`src/rtl/argmax_n.sv`:
```
`default_nettype none
// ============================================================================
// Module      : argmax_n
// Description : Sequential argmax over IN_NUM captured scores. One comparator
//               scans one element per cycle; the winner is reported as a
//               one-hot vector, a binary index and the winning score.
//               Upstream handshake is pre_finish/i_read, downstream is
//               finish/later_read.
// Revision    : 1.0 - initial release
// ============================================================================
module argmax_n #(
  parameter int IN_NUM      = 10,
  parameter int PIXEL_WIDTH = 18,
  parameter int IDX_WIDTH   = 4,
  parameter int SIGNED_CMP  = 1
) (
  input  logic                            clk,
  input  logic                            rst_n,
  input  logic                            pre_finish,
  output logic                            i_read,
  output logic                            finish,
  input  logic                            later_read,
  input  logic [0:IN_NUM*PIXEL_WIDTH-1]   in_data,
  output logic [0:IN_NUM-1]               out_onehot,
  output logic [IDX_WIDTH-1:0]            out_idx,
  output logic [PIXEL_WIDTH-1:0]          out_max
);

  localparam logic [1:0] S_IDLE = 2'd0;
  localparam logic [1:0] S_BUSY = 2'd1;
  localparam logic [1:0] S_DONE = 2'd2;

  localparam logic [IDX_WIDTH-1:0] C_LAST = IDX_WIDTH'(IN_NUM - 1);

  logic [1:0]             r_state;
  logic [1:0]             w_next_state;
  logic [PIXEL_WIDTH-1:0] r_arr [IN_NUM];
  logic [IDX_WIDTH-1:0]   r_cnt;
  logic [PIXEL_WIDTH-1:0] r_best;
  logic [IDX_WIDTH-1:0]   r_best_idx;

  logic                   w_capture;
  logic                   w_last;
  logic [PIXEL_WIDTH-1:0] w_cur;
  logic                   w_gt;
  logic                   w_take;
  logic [PIXEL_WIDTH-1:0] w_new_best;
  logic [IDX_WIDTH-1:0]   w_new_idx;
  logic [0:IN_NUM-1]      w_onehot;

  assign w_capture = (r_state == S_IDLE) && pre_finish;
  assign w_last    = (r_state == S_BUSY) && (r_cnt == C_LAST);

  // State register
  always_ff @(posedge clk or negedge rst_n) begin
    if (!rst_n) begin
      r_state <= S_IDLE;
    end else begin
      r_state <= w_next_state;
    end
  end

  // Next-state logic; unused encodings fall back to IDLE
  always_comb begin
    w_next_state = S_IDLE;
    case (r_state)
      S_IDLE: w_next_state = pre_finish ? S_BUSY : S_IDLE;
      S_BUSY: w_next_state = w_last ? S_DONE : S_BUSY;
      S_DONE: w_next_state = later_read ? S_IDLE : S_DONE;
      default: w_next_state = S_IDLE;
    endcase
  end

  // Handshake outputs decoded from state; i_read marks the first scan cycle
  always_comb begin
    i_read = (r_state == S_BUSY) && (r_cnt == '0);
    finish = (r_state == S_DONE);
  end

  // Select the element addressed by the scan counter
  always_comb begin
    w_cur = '0;
    for (int i = 0; i < IN_NUM; i++) begin
      if (r_cnt == IDX_WIDTH'(i)) begin
        w_cur = r_arr[i];
      end
    end
  end

  // Single comparator: strictly greater keeps the lower index on ties
  always_comb begin
    if (SIGNED_CMP != 0) begin
      w_gt = $signed(w_cur) > $signed(r_best);
    end else begin
      w_gt = w_cur > r_best;
    end
    w_take     = (r_cnt == '0) || w_gt;
    w_new_best = w_take ? w_cur : r_best;
    w_new_idx  = w_take ? r_cnt : r_best_idx;
  end

  // One-hot decode of the running winner, registered on the last scan edge
  always_comb begin
    w_onehot = '0;
    for (int i = 0; i < IN_NUM; i++) begin
      w_onehot[i] = (w_new_idx == IDX_WIDTH'(i));
    end
  end

  // Capture, scan and result registers
  always_ff @(posedge clk or negedge rst_n) begin
    if (!rst_n) begin
      for (int i = 0; i < IN_NUM; i++) begin
        r_arr[i] <= '0;
      end
      r_cnt      <= '0;
      r_best     <= '0;
      r_best_idx <= '0;
      out_onehot <= '0;
      out_idx    <= '0;
      out_max    <= '0;
    end else begin
      if (w_capture) begin
        for (int i = 0; i < IN_NUM; i++) begin
          r_arr[i] <= in_data[i*PIXEL_WIDTH +: PIXEL_WIDTH];
        end
        r_cnt <= '0;
      end else if (r_state == S_BUSY) begin
        r_best     <= w_new_best;
        r_best_idx <= w_new_idx;
        if (w_last) begin
          r_cnt      <= '0;
          out_onehot <= w_onehot;
          out_idx    <= w_new_idx;
          out_max    <= w_new_best;
        end else begin
          r_cnt <= r_cnt + IDX_WIDTH'(1);
        end
      end
    end
  end

endmodule
`default_nettype wire

```
`config.mk`:
```
export PLATFORM = sky130hd
export DESIGN_NAME = argmax_n
export DESIGN_NICKNAME = d
export VERILOG_FILES = /design/src/rtl/argmax_n.sv
export SDC_FILE = /design/constraint.sdc
export NUM_CORES = 1
export LEC_CHECK = 0
export BUFFER_PORTS_ARGS = -buffer_cell sky130_fd_sc_hd__buf_4
export CORE_UTILIZATION = 51
export DETAILED_ROUTE_END_ITERATION = 7
export GPL_TIMING_DRIVEN = 0
export PLACE_DENSITY = 0.74
export REMOVE_ABC_BUFFERS = 1
export SLEW_MARGIN = 20
export SYNTH_ARGS = -nofsm -noshare
export SYNTH_HDL_FRONTEND = slang
export SYNTH_SLANG_ARGS = --single-unit
export TNS_END_PERCENT = 10
```
`constraint.sdc`:
```
create_clock -name clk -period 4.4 [get_ports clk]
set_input_delay 0.88 -clock clk [delete_from_list [all_inputs] [get_ports clk]]
set_output_delay 0.88 -clock clk [all_outputs]
set_load 0.01 [all_outputs]
```
---- After elaboration in Yosys (flattened, before gate mapping) ----
Cells that the tools add are included.
word-level totals
  output and inout port bits .............. 34
  input port bits ......................... 184
  flip-flop bits (word level) ............. 240
  word-level logic and storage cells ...... 69
cells by class
  $lt $le $gt $ge ......................... 1
  bitwise logic cells ..................... 1
  eq/ne operators ......................... 20
  multiplexer cells ....................... 19
  reductions and logical operators ........ 10
  add/sub/neg operators ................... 1
operators by type and width
  kind                                                              count
  18-bit 2-to-1 mux                                                 11
  4-bit by 3-bit == test with 1-bit output (second input constant)  8
  18-bit greater-than comparator                                    1
  4-bit by 2-bit == test with 1-bit output (second input constant)  4
  4-bit == test (second input constant)                             4
  4-bit 2-to-1 mux                                                  4
  4-bit by 1-bit == test with 1-bit output (second input constant)  2
  4-bit zero test                                                   2
  2-bit one-hot mux with 3 select lines                             1
  4-bit by 1-bit adder with 4-bit output (second input constant)    1
  2-bit 2-to-1 mux                                                  2
  1-bit logical AND                                                 3
  3-bit AND reduction                                               1
  2-bit by 1-bit == test with 1-bit output (second input constant)  1
  2-bit == test (second input constant)                             1
  2-bit zero test                                                   1
  2-bit AND reduction                                               1
  2-bit nonzero test                                                1
  1-bit logical OR                                                  1
  1-bit 2-to-1 mux                                                  1
  1-bit NOT                                                         1

---- Logic depth before layout (Yosys ltp) ----
Gate-level depths: netlist of run 1.
  word-level depth ........................ 15
  gate-level depth with buffers ........... 18
  gate-level depth less buffers ........... 14

---- Worst setup path after synthesis of run 1 ----
No wires, ideal clock.
  kind .................................... register to register
  from .................................... reg r_cnt[0]
  to ...................................... reg r_best[0]
  period minus slack after synthesis ...... 4.045 ns
  buffers on the path ..................... 4
  required time ........................... 4.275 ns
  stages on the path, launching flop included .. 18
  path slack .............................. 0.355 ns
  library setup time ...................... 0.125 ns
  data arrival time ....................... 3.920 ns
  cells stage by stage .................... dfrtp_1 > inv_1 > ha_1 > buf_2 > nor2b_1 > buf_2 > clkbuf_1 > a221oi_1 > o32a_1 > a21oi_1 > ha_1 > nand4_1 > or4_1 > o211a_1 > o32ai_4 > nor2_4 > buf_6 > mux2_4
on the way
  cells in the longest elaborated chain, start to end .. 14
  elaborated cells between the ends (all ways) .. 23
  classes of those cells .................. 1 x order compare; 9 x eq/ne; 11 x mux; 2 x reduce/logical
RTL lines
  element                           RTL line  source
  from (decl)                       38        logic [IDX_WIDTH-1:0] r_cnt;
  from (signal assigned)            137       r_cnt <= r_cnt + IDX_WIDTH'(1);
  4-bit zero test                   84, 97
  18-bit 2-to-1 mux (10 in series)  84        if (r_cnt == IDX_WIDTH'(i)) begin
  18-bit greater-than comparator    93        w_gt = $signed(w_cur) > $signed(r_best);
  1-bit logical OR                  97        w_take = (r_cnt == '0) || w_gt;
  18-bit 2-to-1 mux *               98        w_new_best = w_take ? w_cur : r_best;
  to (signal assigned)              129       r_best <= w_new_best;
  to (decl)                         39        logic [PIXEL_WIDTH-1:0] r_best;
Mark *: on every way between the ends. The rest lies on a longest branch, timed or not.
A chain may end at the register's enable or synchronous reset.

---- Worst setup path in the final report of run 1 ----
  from .................................... reg r_cnt[1]
  to ...................................... reg r_best[6]
The elaborated chain is that of the path after synthesis.

==> results.py, run 1 <==
metrics = {
    "status": {
        "outcome": "finished, violations left",
        "violations": "setup timing",
    },
    "die": {
        "fp.dieH_um": 154,
        "fp.coreArea_um2": 22700,
        "die_area_um2": 23800,
        "io_pins": 218,
        "start_util_pct": 52.1,
        "fp-row-count": 55,
        "fp.dieW_um": 154,
    },
    "power": {
        "p_per_area_nw_per_um2": 1000,
        "ir_drop_v": 0.000678,
        "power_mw": 15.8,
        "p_leak_nw": 6.91,
    },
    "synth": {
        "synth_area_leaders": "dfrtp_1, mux2_2, mux2_4, ha_1, a21oi_1",
        "synth.distinct_cells": 57,
        "synth_edf_count": 0,
        "syn-instance-count": 989,
        "async_flop_share_pct": 100,
        "synth-main-ff-cell": "dfrtp_1",
        "netlist_area_um2": 11800,
        "avgSynthCellArea_um2": 12.0,
        "ys_seq_area_share_pct": 50.8,
        "synth_top_cell_area_share_pct": 50.8,
        "ys_warn_count": 0,
        "ys_seq_elements": 240,
        "yosys.area.top_type": "dfrtp_1",
    },
    "critical_path": {
        "max_stage_delay_ps": 600,
        "cp_max_fo": 8,
        "path_cells": "buf_6 > buf_4 > ha_4 > buf_16 > nor4bb_4 > buf_6 > and2_4 > o31ai_1 > a21oi_2 > ha_1 > nand4_1 > or4_4 > o211a_4 > o32ai_4 > buf_6 > nor2_4 > clkbuf_16 > mux2_4",
        "crit_type": "reg2reg",
        "reg2reg_setup_slack_ps": -30,
        "cp.arrival_ps": 4850,
        "path_common_cell": "buf_6",
        "worstSetupEndpointType": "register",
        "crit_required_ps": 4820,
        "cp-start-kind": "register",
        "reg2regPathDepth": 18,
        "cp_slowest_cell": "or4_4",
        "rr_startpoint": "r_cnt[1]",
        "r2r_end": "r_best[6]",
    },
    "layout": {
        "nFillCells": 1647,
        "regArea_um2": 6020,
        "finalNetCount": 1458,
        "synthToLayoutAreaGrowth_pct": 32.9,
        "final_cells": 1560,
        "drive_above_1_share_pct": 48.2,
        "multiInputGateArea_um2": 5720,
    },
    "place": {
        "hpwlAfterDp_mm": 22.1,
        "place.gp.congestion": 0.808,
        "pre_cts_ws_ps": -1580,
        "io_buffers": 217,
        "place_inst": 1446,
    },
    "clocking": {
        "cts.sinks": 240,
        "htree_levels": 1,
        "cts_buffers": 27,
        "root_buffer": "clkbuf_16",
        "worstSkewPairLatency_ps": 540,
        "clk_pin_slew_ps": 60,
        "cts_tree": "yes",
        "postCtsHoldBufs": 0,
        "clock_path_buffers": 3,
    },
    "sta": {
        "maxSlewHeadroom_pct": 52.0,
        "hold_ws_ps": 297,
        "slew_viol_final": 0,
        "setup_viol": 10,
        "fin_skew_ps": 9.76,
        "worstMarginPinSlew_ps": 717,
        "fmax_mhz": 226,
        "final.min_clock_period_ps": 4430,
        "finalHoldViolations": 0,
        "post-route-period-util_pct": 101,
        "layout_setup_ws_ps": -28.3,
    },
    "routing": {
        "vias_per_cell": 5.97,
        "ant_nets": 0,
        "first_pass_iters": 8,
        "finalWirelength_mm": 35.0,
        "drtIter0Drc": 628,
        "dr_total_vias": 9314,
        "drc": 0,
        "wire_per_inst_um": 22.4,
    },
    "global_routing": {
        "grt_usage_pct": 28.9,
        "grt_pass1_vias": 9447,
        "grt_pass1_wl_mm": 52.6,
        "gr-total-overflow": 0,
        "antenna_found_initial": 2,
        "grt_max_degree": 89,
    },
    "min_path": {
        "hold_path.class": "in2async",
    },
    "job": {
        "drv_cap": 0,
    },
}
state kept, by name, summed over array words and instances, names as in the netlist:
name	flops
r_best_idx	4
out_idx	4
r_arr	180
out_onehot	10
r_state	2
r_cnt	4
r_best	18
out_max	18
cells by family after synthesis:
kind of cell    synth area share, %
buf+inv                        3.80
simple gates                   10.1
fa+ha+maj                      2.33
flops                          50.8
compound gates                 11.8
mux                            21.2
power by group:
part | total (mW) | switching (mW) | internal (mW) | leakage (nW)
Combinational | 9.36 | 4.42 | 4.95 | 3.59
Clock | 2.25 | 0.919 | 1.34 | 0.449
Sequential | 4.15 | 0.790 | 3.35 | 2.87
Total | 15.8 | 6.13 | 9.64 | 6.91
layout by cell type, fill, tap and decap left out, drive strengths merged, types with 5 or more instances in the layout:
master	instances
inv	31
mux2i	21
a211oi	8
nor3	5
o32ai	5
o21ai	27
or3	5
o211ai	9
o32a	8
nor2	55
nand3	7
dfrtp	240
clkbuf	43
a221oi	24
and2	10
clkinv	7
buf	306
nor2b	7
nand4	11
a2bb2oi	8
ha	22
nand2	33
o22ai	11
o31ai	17
nand3b	11
a21oi	54
nand4b	24
nor4bb	17
mux2	197
cells in the mapped netlist (all sizes together) (16+ instances only):
library cell and number:
a221oi 24, ha 22, o21ai 27, a21oi 54, nor2 54, nand2 33, nand4b 24, nor4bb 17
buf 16, inv 32, mux2 197, clkbuf 60, o31ai 17, mux2i 21, dfrtp 240
worst max-delay path by stage:
| stage | start | depth (start not counted) | to | slack [ps] |
|---|---|---|---|---|
| floorplan | pre_finish | 2 | r_arr[0] | -11030 |
| global placement | pre_finish | 3 | r_arr[147] | -17890 |
| detailed placement | r_cnt[0] | 13 | r_best[17] | -1580 |
| CTS | r_cnt[0] | 16 | r_best_idx[1] | 10 |
| global route | r_cnt[1] | 18 | r_best[6] | -100 |
| finish | r_cnt[1] | 18 | r_best[6] | -30 |
metal layers:
metal / wire length (µm) / global-route usage (%) / vias up
li1: - / - / 4196
met1: 14200 / 36.5 / 4684
met2: 17000 / 48.0 / 366
met3: 2510 / 6.47 / 68
met4: 1370 / 12.2 / 0
met5: 0 / 0 / -
layout make-up:
cell class	count	share of cell area [%]
Sequential cell	240	38.3
Multi-Input combinational cell	643	36.4
Timing Repair Buffer	308	16.6
Clock buffer	41	5.20
Tap cell	285	2.27
Inverter	32	0.812
Clock inverter	9	0.470
Antenna cell	2	0.0318
what timing repair did:
item                       in CTS  in global routing
setup buffers                  31                 27
gates resized for setup        32                 45
pin swaps                       9                 26
setup endpoints to repair      54                 52
cloned                          2                  2
stage by stage:
step / TNS, ps / util (%) / instance area (µm²)
CTS: 0 / 67.1 / 15200
global route: -2420 / 69.2 / 15700
floorplan: -2033120 / - / 11500
detailed placement: -67680 / 61.3 / 13900
global placement: -3391960 / 59.4 / 13500
finish: -126 / 69.2 / 15700
worst max-delay path, delay by kind of cell (launching register included):
family	cells	cell delay (ps)
compound gates	4	750
fa+ha+maj	2	420
buf+inv	6	1020
flops	1	470
simple gates	5	1350
mux	1	300
Power figures use the tool's default switching activity.
==> inputs of run 2 (changes only) <==
ABC_AREA = 1   (was not set)
REMOVE_ABC_BUFFERS = not set   (was 1)
==> results.py, run 2 <==
metrics = {
    "power": {
        "power_mw": 12.9,
        "p_per_area_nw_per_um2": 860,
        "p_leak_nw": 7.66,
        "ir_drop_v": 0.000431,
    },
    "routing": {
        "drt-met1-wl_mm": 13.7,
        "wire_per_inst_um": 16.6,
        "ant_nets": 0,
        "topRoutingLayerUsed": "met4",
        "first_pass_iters": 5,
        "routed-wl-met3_mm": 1.67,
        "met2_length_mm": 14.5,
        "vias_per_cell": 5.15,
        "drc": 0,
        "dr_total_vias": 9674,
        "finalWirelength_mm": 31.3,
        "drtIter0Drc": 618,
    },
    "synth": {
        "ys_seq_elements": 240,
        "synth_area_leaders": "dfrtp_1, mux2_2, nand2_1, nand3_1, inv_1",
        "synth_top_cell_area_share_pct": 49.7,
        "avgSynthCellArea_um2": 9.27,
        "async_flop_share_pct": 100,
        "ys_seq_area_share_pct": 49.7,
        "synth_nets": 1510,
        "syn-instance-count": 1304,
        "synth_edf_count": 0,
        "yosysMostFrequentCell": "nand2_1",
        "synth_commonest_cells": "nand2_1, dfrtp_1, mux2_2",
        "synth-main-ff-cell": "dfrtp_1",
        "ys_warn_count": 0,
        "synth.distinct_cells": 40,
        "yosys.area.top_type": "dfrtp_1",
        "netlist_area_um2": 12100,
    },
    "job": {
        "drv_cap": 0,
    },
    "critical_path": {
        "crit_required_ps": 4810,
        "cp_max_fo": 10,
        "path_common_cell": "nand2_1",
        "cp-start-kind": "register",
        "cp_slowest_cell": "dfrtp_1",
        "worstSetupEndpointType": "register",
        "crit_type": "reg2reg",
        "r2r_end": "r_best[15]",
        "rr_startpoint": "r_cnt[0]",
        "max_stage_delay_ps": 380,
        "reg2reg_setup_slack_ps": 330,
        "reg2regPathDepth": 28,
        "cp.arrival_ps": 4480,
    },
    "sta": {
        "finalHoldViolations": 0,
        "rsz0062_at_grt": "no",
        "maxSlewHeadroom_pct": 55.2,
        "fin_skew_ps": 12.7,
        "worstMarginPinSlew_ps": 671,
        "final.min_clock_period_ps": 4070,
        "finalSetupTns_ps": 0,
        "fmax_mhz": 246,
        "post-route-period-util_pct": 92.4,
        "setup_viol": 0,
        "slew_viol_final": 0,
    },
    "global_routing": {
        "grt_usage_pct": 26.7,
        "grt_pass1_wl_mm": 49.9,
        "grt_pass1_vias": 9560,
        "gr-total-overflow": 0,
        "antenna_found_initial": 1,
        "grt_max_degree": 100,
    },
    "clocking": {
        "htree_levels": 1,
        "cts.sinks": 240,
        "root_buffer": "clkbuf_16",
        "cts_buffers": 26,
        "clk_pin_slew_ps": 60,
        "cts_tree": "yes",
        "clock_path_buffers": 3,
        "worstSkewPairLatency_ps": 530,
    },
    "place": {
        "place.gp.congestion": 0.933,
        "hpwlAfterDp_mm": 23.9,
        "io_buffers": 217,
    },
    "layout": {
        "regMostFlops": "r_arr",
        "final_cell_mix": "nand2_1, dfrtp_1, buf_4",
        "drive_above_1_share_pct": 33.9,
        "nFillCells": 1883,
        "synthToLayoutAreaGrowth_pct": 24.3,
        "finalNetCount": 1757,
        "reg.largest.list": "r_arr (180), out_max (18), r_best (18)",
        "largest_reg_flops": 180,
        "final_common_cell": "nand2_1",
    },
    "die": {
        "fp.coreArea_um2": 22900,
        "die_area_um2": 24300,
        "fp-row-count": 55,
        "start_util_pct": 52.7,
        "fp.dieW_um": 156,
        "fp.dieH_um": 156,
        "io_pins": 218,
    },
    "status": {
        "outcome": "complete, no violations",
    },
    "min_path": {
        "hold_path.class": "in2async",
    },
}
[run 2: cell count changes in the layout (fill, tap and decap cells not counted), moves of 24 or more]
cell	before	now
nand2_1	33	421
nand3_1	7	106
inv_1	30	101
buf_4	277	220
a21oi_1	44	7
buf_2	1	31
nand4b_1	24	0
[run 2: cells by family (layout without fill, tap and decap cells)]
logic type,count (synthesis),in the layout,synth area share (%)
flops,240,240,49.7
simple gates,660,660,24.0
compound gates,34,34,1.55
mux,177,177,16.5
xor+xnor,2,2,0.145
other cells,0,1,0
fa+ha+maj,22,22,2.28
buf+inv,169,431,5.84
[run 2: per-layer routing]
metal  vias to the layer above  GRT usage (%)
met3                        80           2.94
li1                       4700              -
met4                         0           12.2
met2                       331           42.3
met1                      4563           37.1
met5                         -              0
[run 2: cell type report]
type / instances / area, µm² / share of cell area [%]
Inverter: 109 / 412 / 2.74
Buffer: 60 / 303 / 2.02
Sequential cell: 240 / 6010 / 40.0
Clock buffer: 31 / 679 / 4.53
Antenna cell: 1 / 2.50 / 0.0167
Multi-Input combinational cell: 895 / 5400 / 36.0
Clock inverter: 12 / 124 / 0.825
Tap cell: 313 / 392 / 2.61
Timing Repair Buffer: 219 / 1690 / 11.3
[run 2: per-stage QoR]
step	utilization (%)	setup slack [ps]	hold WS [ps]	area, µm²	instances
floorplan	-	1160	444	12100	1304
global placement	61.5	286	459	14100	1834
detailed placement	61.8	238	467	14200	1836
CTS	65.3	224	247	15000	1879
global route	65.5	3.88	273	15000	1880
finish	65.5	333	244	15000	1880
[run 2: report_power, final]
group          internal (mW)  switching (mW)
Sequential              3.32           0.559
Clock                   1.17           0.902
Combinational           2.71            4.25
Total                   7.19            5.71
[run 2: worst max-delay path, delay by kind of cell, from the launching register on]
family | cells | cell delay, ps
simple gates | 21 | 2250
buf+inv | 5 | 780
fa+ha+maj | 2 | 520
flops | 1 | 380
[run 2: worst max path at each step]
stage	startpoint	endpoint	slack, ps	cells past startpoint
5_1_grt	r_cnt[1]	out_max[13]	4	29
3_5_place_dp	r_cnt[1]	r_best[15]	240	29
3_3_place_gp	r_cnt[1]	r_best[11]	290	30
6_report	r_cnt[0]	r_best[15]	330	28
2_1_floorplan	r_cnt[1]	r_best[0]	1160	28
4_1_cts	r_cnt[1]	r_best[12]	220	30
[run 2: timing repair]
action,4_1_cts,5_1_grt
setup buffers,0,0
resized for setup,0,15
hold buffers,0,0
endpoints found under the setup margin,0,48
